==> src/rtl/data_fifo_param_if.sv <==
// Producer/consumer bundle for data_fifo_param: push/pop controls in, data and status out.
interface data_fifo_param_if #(
  parameter int DATA_WIDTH = 8,
  parameter int DEPTH      = 16
);
  localparam int CW = $clog2(DEPTH) + 1;

  logic                  write_enable;
  logic [DATA_WIDTH-1:0] write_data;
  logic                  fifo_request_data;
  logic                  flush;
  logic                  clear_flags;
  logic [DATA_WIDTH-1:0] fifo_data;
  logic                  fifo_data_valid;
  logic                  fifo_empty;
  logic                  fifo_full;
  logic                  fifo_almost_empty;
  logic                  fifo_almost_full;
  logic [CW-1:0]         fifo_count;
  logic                  fifo_overflow;
  logic                  fifo_underflow;

  modport master (
    output write_enable, write_data, fifo_request_data, flush, clear_flags,
    input  fifo_data, fifo_data_valid, fifo_empty, fifo_full, fifo_almost_empty,
           fifo_almost_full, fifo_count, fifo_overflow, fifo_underflow
  );

  modport slave (
    input  write_enable, write_data, fifo_request_data, flush, clear_flags,
    output fifo_data, fifo_data_valid, fifo_empty, fifo_full, fifo_almost_empty,
           fifo_almost_full, fifo_count, fifo_overflow, fifo_underflow
  );
endinterface

==> src/rtl/data_fifo_param.sv <==
// Parametrised synchronous FIFO with registered read data, occupancy count,
// almost-full/empty thresholds, sticky overflow/underflow flags and flush.
module data_fifo_param #(
  parameter int DATA_WIDTH = 8,
  parameter int DEPTH      = 16,
  parameter int AF_LEVEL   = DEPTH - 2,
  parameter int AE_LEVEL   = 2
) (
  input  logic             clk,
  input  logic             rst_n,
  data_fifo_param_if.slave bus
);
  localparam int AW = $clog2(DEPTH);
  localparam int CW = AW + 1;
  localparam logic [CW-1:0] DEPTH_C = CW'(DEPTH);
  localparam logic [CW-1:0] AF_C    = CW'(AF_LEVEL);
  localparam logic [CW-1:0] AE_C    = CW'(AE_LEVEL);

  generate
    if ((DEPTH < 2) || ((DEPTH & (DEPTH - 1)) != 0) || (AF_LEVEL > DEPTH) || (AE_LEVEL >= DEPTH)) begin : g_param_err
      $error("data_fifo_param: illegal DEPTH/AF_LEVEL/AE_LEVEL combination");
    end
  endgenerate

  logic [DATA_WIDTH-1:0] mem_r [DEPTH];
  logic [AW-1:0]         wr_ptr_r;
  logic [AW-1:0]         rd_ptr_r;
  logic [CW-1:0]         count_r;
  logic [CW-1:0]         count_nxt_s;
  logic [DATA_WIDTH-1:0] rd_data_r;
  logic                  rd_valid_r;
  logic                  ovf_r;
  logic                  udf_r;
  logic                  ovf_nxt_s;
  logic                  udf_nxt_s;
  logic                  empty_s;
  logic                  full_s;
  logic                  rd_accept_s;
  logic                  wr_accept_s;
  logic                  ovf_event_s;
  logic                  udf_event_s;

  assign empty_s = (count_r == {CW{1'b0}});
  assign full_s  = (count_r == DEPTH_C);

  assign bus.fifo_empty        = empty_s;
  assign bus.fifo_full         = full_s;
  assign bus.fifo_almost_empty = (count_r <= AE_C);
  assign bus.fifo_almost_full  = (count_r >= AF_C);
  assign bus.fifo_count        = count_r;
  assign bus.fifo_data         = rd_data_r;
  assign bus.fifo_data_valid   = rd_valid_r;
  assign bus.fifo_overflow     = ovf_r;
  assign bus.fifo_underflow    = udf_r;

  // Accept/event decode; flush masks both directions and suppresses flag events.
  always_comb begin
    rd_accept_s = 1'b0;
    wr_accept_s = 1'b0;
    ovf_event_s = 1'b0;
    udf_event_s = 1'b0;
    if (bus.flush) begin
      rd_accept_s = 1'b0;
      wr_accept_s = 1'b0;
    end else begin
      rd_accept_s = bus.fifo_request_data && !empty_s;
      // A read in the same cycle frees a slot, so a full FIFO still takes the write.
      wr_accept_s = bus.write_enable && (!full_s || rd_accept_s);
      ovf_event_s = bus.write_enable && !wr_accept_s;
      udf_event_s = bus.fifo_request_data && empty_s;
    end
  end

  // Next occupancy and sticky flag values; a new event beats clear_flags.
  always_comb begin
    count_nxt_s = count_r;
    if (bus.flush) begin
      count_nxt_s = {CW{1'b0}};
    end else begin
      case ({wr_accept_s, rd_accept_s})
        2'b10:   count_nxt_s = count_r + CW'(1);
        2'b01:   count_nxt_s = count_r - CW'(1);
        default: count_nxt_s = count_r;
      endcase
    end
    ovf_nxt_s = ovf_event_s ? 1'b1 : (bus.clear_flags ? 1'b0 : ovf_r);
    udf_nxt_s = udf_event_s ? 1'b1 : (bus.clear_flags ? 1'b0 : udf_r);
  end

  // Pointer, count, read-data and flag registers.
  always_ff @(posedge clk or negedge rst_n) begin
    if (!rst_n) begin
      wr_ptr_r   <= {AW{1'b0}};
      rd_ptr_r   <= {AW{1'b0}};
      count_r    <= {CW{1'b0}};
      rd_data_r  <= {DATA_WIDTH{1'b0}};
      rd_valid_r <= 1'b0;
      ovf_r      <= 1'b0;
      udf_r      <= 1'b0;
    end else begin
      count_r    <= count_nxt_s;
      rd_valid_r <= rd_accept_s;
      ovf_r      <= ovf_nxt_s;
      udf_r      <= udf_nxt_s;
      if (bus.flush) begin
        wr_ptr_r <= {AW{1'b0}};
        rd_ptr_r <= {AW{1'b0}};
      end else begin
        if (wr_accept_s) begin
          wr_ptr_r <= wr_ptr_r + AW'(1);
        end
        if (rd_accept_s) begin
          rd_ptr_r  <= rd_ptr_r + AW'(1);
          rd_data_r <= mem_r[rd_ptr_r];
        end
      end
    end
  end

  // Storage array; contents are deliberately left unreset.
  always_ff @(posedge clk) begin
    if (wr_accept_s) begin
      mem_r[wr_ptr_r] <= bus.write_data;
    end
  end
endmodule

==> src/flat_wrapper.sv <==
// flat-port wrapper written by rule: the top's interface ports become plain ports
module data_fifo_param_flat 
#(
  parameter int DATA_WIDTH = 8,
  parameter int DEPTH      = 16,
  parameter int AF_LEVEL   = DEPTH - 2,
  parameter int AE_LEVEL   = 2
)
  (clk, rst_n, bus_write_enable, bus_write_data, bus_fifo_request_data, bus_flush, bus_clear_flags, bus_fifo_data, bus_fifo_data_valid, bus_fifo_empty, bus_fifo_full, bus_fifo_almost_empty, bus_fifo_almost_full, bus_fifo_count, bus_fifo_overflow, bus_fifo_underflow);
  data_fifo_param_if #(.DATA_WIDTH(DATA_WIDTH), .DEPTH(DEPTH)) bus_i ();
  input  logic clk;
  input  logic rst_n;
  input wire logic [$bits(bus_i.write_enable)-1:0] bus_write_enable;
  input wire logic [$bits(bus_i.write_data)-1:0] bus_write_data;
  input wire logic [$bits(bus_i.fifo_request_data)-1:0] bus_fifo_request_data;
  input wire logic [$bits(bus_i.flush)-1:0] bus_flush;
  input wire logic [$bits(bus_i.clear_flags)-1:0] bus_clear_flags;
  output wire logic [$bits(bus_i.fifo_data)-1:0] bus_fifo_data;
  output wire logic [$bits(bus_i.fifo_data_valid)-1:0] bus_fifo_data_valid;
  output wire logic [$bits(bus_i.fifo_empty)-1:0] bus_fifo_empty;
  output wire logic [$bits(bus_i.fifo_full)-1:0] bus_fifo_full;
  output wire logic [$bits(bus_i.fifo_almost_empty)-1:0] bus_fifo_almost_empty;
  output wire logic [$bits(bus_i.fifo_almost_full)-1:0] bus_fifo_almost_full;
  output wire logic [$bits(bus_i.fifo_count)-1:0] bus_fifo_count;
  output wire logic [$bits(bus_i.fifo_overflow)-1:0] bus_fifo_overflow;
  output wire logic [$bits(bus_i.fifo_underflow)-1:0] bus_fifo_underflow;
  assign bus_i.write_enable = bus_write_enable;
  assign bus_i.write_data = bus_write_data;
  assign bus_i.fifo_request_data = bus_fifo_request_data;
  assign bus_i.flush = bus_flush;
  assign bus_i.clear_flags = bus_clear_flags;
  assign bus_fifo_data = bus_i.fifo_data;
  assign bus_fifo_data_valid = bus_i.fifo_data_valid;
  assign bus_fifo_empty = bus_i.fifo_empty;
  assign bus_fifo_full = bus_i.fifo_full;
  assign bus_fifo_almost_empty = bus_i.fifo_almost_empty;
  assign bus_fifo_almost_full = bus_i.fifo_almost_full;
  assign bus_fifo_count = bus_i.fifo_count;
  assign bus_fifo_overflow = bus_i.fifo_overflow;
  assign bus_fifo_underflow = bus_i.fifo_underflow;
  data_fifo_param #(.DATA_WIDTH(DATA_WIDTH), .DEPTH(DEPTH), .AF_LEVEL(AF_LEVEL), .AE_LEVEL(AE_LEVEL)) u_core (.clk(clk), .rst_n(rst_n), .bus(bus_i));
endmodule
==> config.mk <==
export PLATFORM = sky130hd
export DESIGN_NAME = data_fifo_param_flat
export DESIGN_NICKNAME = d
export VERILOG_FILES = /design/src/rtl/data_fifo_param_if.sv /design/src/rtl/data_fifo_param.sv /design/src/flat_wrapper.sv
export SDC_FILE = /design/constraint.sdc
export NUM_CORES = 1
export LEC_CHECK = 0
export ABC_AREA = 0
export CAP_MARGIN = 20
export CORE_UTILIZATION = 40
export CTS_CLUSTER_DIAMETER = 200
export CTS_CLUSTER_SIZE = 20
export DETAILED_ROUTE_END_ITERATION = 12
export GPL_TIMING_DRIVEN = 0
export SLEW_MARGIN = 20
export SYNTH_ARGS = -nofsm -noshare
export SYNTH_HDL_FRONTEND = slang
export SYNTH_SLANG_ARGS = --single-unit
==> constraint.sdc <==
create_clock -name clk -period 6.59 [get_ports clk]
set_input_delay 1.318 -clock clk [delete_from_list [all_inputs] [get_ports clk]]
set_output_delay 1.318 -clock clk [all_outputs]
set_load 0.02 [all_outputs]
==> Word level (Yosys, flattened, before mapping) <==
Memories as Yosys holds them, arrays and structs flattened. A register that Yosys moved wholly into a read port is not among the register bits.
Cells that the tools add are included.
{ "classes": {"reduce_logical": 16, "n_addsub": 4, "bitwise": 1, "n_lt_le_gt_ge": 2, "n_mux": 15, "eq_ne": 3} }
{ "ops": {"columns": ["op", "count"], "rows": [
  ["2-to-1 mux 4 bit", 4],
  ["one-hot mux 5 bit (2 select lines)", 1],
  ["2-to-1 mux 1 bit", 9],
  ["adder 4 x 1 -> 4 bit (second input constant)", 2],
  ["nonzero test 2 bit", 4],
  ["adder 5 x 1 -> 5 bit (second input constant)", 1],
  ["equality test 5 bit (second input constant)", 1],
  [">= comparator 5 x 4 -> 1 bit (second input constant)", 1],
  ["<= comparator 5 x 2 -> 1 bit (second input constant)", 1],
  ["logical NOT 5 bit", 1],
  ["2-to-1 mux 5 bit", 1],
  ["subtractor 5 x 1 -> 5 bit (second input constant)", 1],
  ["logical AND 1 bit", 4],
  ["logical NOT 1 bit", 4],
  ["nonzero test 3 bit", 1],
  ["equality test 2 x 1 -> 1 bit (second input constant)", 1],
  ["equality test 2 bit (second input constant)", 1],
  ["AND reduction 2 bit", 1],
  ["logical OR 1 bit", 1],
  ["NOT 1 bit", 1]
]} }
{ "totals": {"out_inout_bits": 20, "ram_bits": 128, "input_bits": 14, "memories": 1, "elab_cells": 48, "reg_bits": 16} }
{ "mem_list": {"columns": ["name", "words", "width", "rd", "rd_ports_with_merged_regs", "wr", "line_no", "source"], "rows": [
  ["u_core.mem_r", 16, 8, 1, 1, 1, "data_fifo_param.sv:25", "logic [DATA_WIDTH-1:0] mem_r [DEPTH];"]
]} }

==> Depth between registers and ports, before layout <==
{ "depth": {"depth_word": 9, "depth_mapped": 9, "ltp_nobuf": 8} }

==> Least setup slack after synthesis <==
No wires, ideal clock.
{ "synth_path": {"path_kind": "input-to-reg", "startpoint": "input port bus_fifo_request_data", "endpoint": "register u_core.count_r[2], in the netlist u_core.bus.fifo_count[2]", "arrival_ns": 3.123, "n_path_buf": 1, "required_ns": 6.462, "cell_stages": 8, "slack_ns": 3.340, "setup_time_ns": 0.128, "path_cell_list": "buf_6 > or3b_4 > a21oi_1 > xnor2_1 > ha_1 > a2111o_1 > a32oi_1 > mux2_1"} }
{ "synth_between": {"elab_chain_cells": 7} }
{ "synth_lines": {"columns": ["element", "line_no", "source"], "rows": [
  ["start: declaration", "flat_wrapper.sv:15", "input wire logic [$bits(bus_i.fifo_request_data)-1:0] bus_fifo_request_data;"],
  ["logical AND 1 bit *", "data_fifo_param.sv:66", "rd_accept_s = bus.fifo_request_data && !empty_s;"],
  ["logical OR 1 bit", "data_fifo_param.sv:68", "wr_accept_s = bus.write_enable && (!full_s || rd_accept_s);"],
  ["logical AND 1 bit", "data_fifo_param.sv:68", null],
  ["2-to-1 mux 1 bit", "data_fifo_param.sv:62", "if (bus.flush) begin"],
  ["equality test 2 x 1 -> 1 bit or equality test 2 bit (tied branches)", "data_fifo_param.sv:80", "case ({wr_accept_s, rd_accept_s})"],
  ["one-hot mux 5 bit (2 select lines)", "data_fifo_param.sv:80", null],
  ["2-to-1 mux 5 bit", "data_fifo_param.sv:77", "if (bus.flush) begin"],
  ["end signal: assignment", "data_fifo_param.sv:95", "count_r <= {CW{1'b0}};"],
  ["end signal: assignment", "data_fifo_param.sv:101", "count_r <= count_nxt_s;"],
  ["end: declaration", "data_fifo_param.sv:28", "logic [CW-1:0] count_r;"]
]} }
Every way passes the cells marked *; elsewhere a longest branch is shown, timed or not.
A chain may end at the register's enable or synchronous reset.

==> Worst setup path after layout <==
{ "layout_path": {"startpoint": "register u_core.count_r[0], in the netlist u_core.bus.fifo_count[0]", "endpoint": "output port bus_fifo_empty"} }
{ "layout_between": {"elab_chain_cells": 1} }
{ "layout_lines": {"columns": ["element", "line_no", "source"], "rows": [
  ["logical NOT 5 bit", "data_fifo_param.sv:43", "assign empty_s = (count_r == {CW{1'b0}});"],
  ["end: declaration", "flat_wrapper.sv:20", "output wire logic [$bits(bus_i.fifo_empty)-1:0] bus_fifo_empty;"]
]} }
Every way passes these cells.

==> key figures <==
Logic synthesis
  • Dominant cell by count in the synthesized netlist: edfxtp_1
  • Share of the synthesized area in the top cell type: 60.2%
  • Dominant cells by area after synthesis: edfxtp_1, mux4_2, dfrtp_1
  • Post-Synthesis Cells: 373
  • Cell taking the most area after synthesis: edfxtp_1
  • Number of flops mapped to enable cells by yosys: 128
  • Sequential fraction of the synthesis area: ~70%
  • Post-synth top cells: edfxtp_1, mux4_2, nor2_1, dfrtp_1, mux2i_1
  • Flop and latch count out of synthesis: 152
  • Syn Nets: 394
  • Synth Flop Type: edfxtp_1
  • Ys async rst share: 15.8%
  • Distinct cell type count after synthesis: 53
  • Synth Cell Area: 6380 um2
  • Syn. warnings: 0
  • Post-Syn Area per Cell: 17.1 um2

Worst setup path
  • Crit Path Max Fanout: 10
  • Setup slack, reg-to-reg: 3960 ps
  • Crit path capture type: output pin
  • Worst r2r src: u_core.bus.fifo_count[0]
  • Setup CP Type: reg2out
  • Data arrival, critical path: 2430 ps
  • Worst-case reg-to-reg path depth: 8
  • CP Launch Type: register
  • Reg-to-reg endpoint: u_core.bus.fifo_count[2]
  • Critical Path RT: 5270 ps

Drt
  • DR pass1 iterations: 5
  • Vias: 3,534
  • DR WL/cell: ~21 um
  • Via/cell ratio: about 5.4
  • DRC violations left: 0
  • Total Wirelength: 13,700 um
  • DRT iter0 DRCs: between 200 and 250
  • Final ANT Viol Nets: 0

Timing
  • Fin crit share: 56.9%
  • Final TNS setup: 0 ps
  • Slew margin rel.: 30.9%
  • Slew Viols, Final: 0
  • Final Critical Period: around 3700 ps
  • Unrepaired setup endpoints after global routing: no
  • Final Setup Violations: 0
  • Worst Tran Pin Value: 1030 ps
  • Clock Skews: 6.48 ps
  • Hold Vio Cnt, Final: 0
  • Max Freq: ~270 MHz

Clocking
  • CTS buffer count: 17
  • Post-CTS setup buffer count: 0
  • Root Buffer: clkbuf_16
  • Worst-path clk slew: 60 ps
  • Clock buffer depth: 2
  • Post-CTS sizing: 0
  • CTS sink cnt: about 150
  • H-tree depth: 4
  • CTS tree: built
  • Hold_buf cts: 0
  • Clock latency on the worst-skew pair: 410 ps

Global routing
  • Number of global-route vias before repair: 3,632
  • Global Route Usage Sum: 18.6%
  • Gr ovfl total: 0
  • Initial antenna violation count: 0
  • Pin count of the biggest net entering global routing: 25
  • First-pass GRT wire length: 21,600 um

Worst hold path
  • Min-delay src: u_core.bus.fifo_data[3]
  • Hold EP: u_core.bus.fifo_data[3]
  • Hold path cells: 2
  • Worst min path class: reg2reg

Run
  • Max-cap violations: 0

Final layout
  • FF+latch area: 4440 um2
  • Area of the multi-input gates: 1810 um2
  • Post-route cell area: between 7000 and 8000 um2
  • P&R area growth vs syn: 17.8%
  • Share of cells above drive strength 1: 18.0%
  • # fillers: 1,262
  • Nets: 447
  • N_diodes: 0

Placement
  • Gpl congestion: 0.873
  • Port bufs: 32
  • Half-perimeter wire length after placement: 9040 um
  • Post-DP Area: roughly 7000 um2

Power and ir drop
  • Peak VDD IR: 0.188 mV
  • P per Cell Area: 358 nW/um2
  • P_leak: between 2 and 3 nW

Die
  • IO Count: 34
  • Die area: 16,500 um2
  • Die Span Y: about 130 um
  • Starting density of the core: 41.5%
  • Row cnt: 45
  • Die W: 128 um
  • Core area: 15,400 um2

Outcome
  • Status: finished clean
==> worst max-delay path by stage <==
stage,startpoint,slack [ps],to
2_1_floorplan,bus_fifo_request_data,3340,u_core.bus.fifo_count[2]
4_1_cts,u_core.bus.fifo_count[0],2820,bus_fifo_empty
3_3_place_gp,bus_write_enable,2310,u_core.mem_r[1][0]
6_report,u_core.bus.fifo_count[0],2840,bus_fifo_empty
3_5_place_dp,bus_write_enable,2690,u_core.mem_r[15][0]
5_1_grt,u_core.bus.fifo_count[0],2740,bus_fifo_empty
==> state kept, by name, indices dropped and copies added (netlist names) <==
name	count
u_core.bus.fifo_data	8
u_core.mem_r	128
u_core.wr_ptr_r	4
u_core.bus.fifo_data_valid	1
u_core.bus.fifo_count	5
u_core.bus.fifo_underflow	1
u_core.rd_ptr_r	4
u_core.bus.fifo_overflow	1
==> cells in the final DEF (no fill, tap or decap), types with 6 or more instances in the layout <==
cell / Yosys / routed
clkbuf_16: 0 / 17
edfxtp_1: 128 / 128
mux2i_1: 21 / 21
clkbuf_1: 10 / 14
nor2_1: 27 / 27
inv_1: 7 / 7
o221ai_1: 8 / 8
buf_2: 7 / 8
nand2b_1: 6 / 6
clkdlybuf4s50_1: 0 / 31
ha_1: 7 / 7
nand2_1: 15 / 15
mux4_2: 30 / 30
dfrtp_1: 24 / 24
==> where the power goes <==
part | switching (W) | internal (W)
logic | 0.000378 | 0.000296
clock network | 0.000357 | 0.000511
registers | 0.0000490 | 0.00110
total | 0.000784 | 0.00191
==> cells by family (layout without fill, tap and decap cells) <==
family / count (synthesis) / count (layout) / share of synthesized area, %
fa+ha+maj: 7 / 7 / 1.37
compound gates: 43 / 43 / 5.17
flops: 152 / 152 / 69.6
buf+inv: 32 / 97 / 2.31
mux: 53 / 53 / 14.2
xor+xnor: 7 / 7 / 0.960
simple gates: 79 / 79 / 6.33
==> routing by layer <==
layer,vias up,GRT usage [%],part of all wire [%]
met5,-,0,0
met3,10,4.45,4.5
met1,1824,25.3,45
met4,0,5.74,0.90
met2,117,29.9,49
li1,1583,-,-
==> metrics by stage <==
| stage | total power (W) | setup slack (ps) | util, % | hold WS (ps) | cells |
|---|---|---|---|---|---|
| after floorplan | 0.00159 | 3340 | - | 556 | 373 |
| after global placement | 0.00183 | 2310 | 45.3 | 474 | 616 |
| after CTS | 0.00271 | 2820 | 48.9 | 527 | 649 |
| final | 0.00269 | 2840 | 48.9 | 512 | 649 |
| after detailed placement | 0.00184 | 2690 | 45.5 | 508 | 618 |
| after global routing | 0.00282 | 2740 | 48.9 | 547 | 649 |
==> layout make-up <==
cell class / instances / share of cell area, %
buffer: 23 / 1.51
timing repair buffer: 34 / 4.39
clock buffer: 21 / 5.86
multi-input combinational: 189 / 24.1
inverter: 9 / 0.449
clock inverter: 10 / 1.08
sequential: 152 / 59.1
tap: 211 / 3.51
==> worst max-delay path, cell delays in order (launching register included) <==
cell	delay [ps]
dfrtp_1	410
buf_6	160
or4_1	490
buf_2	200
nor2_1	140
clkdlybuf4s50_1	620
Note: power is estimated with default switching activity, not from simulation.
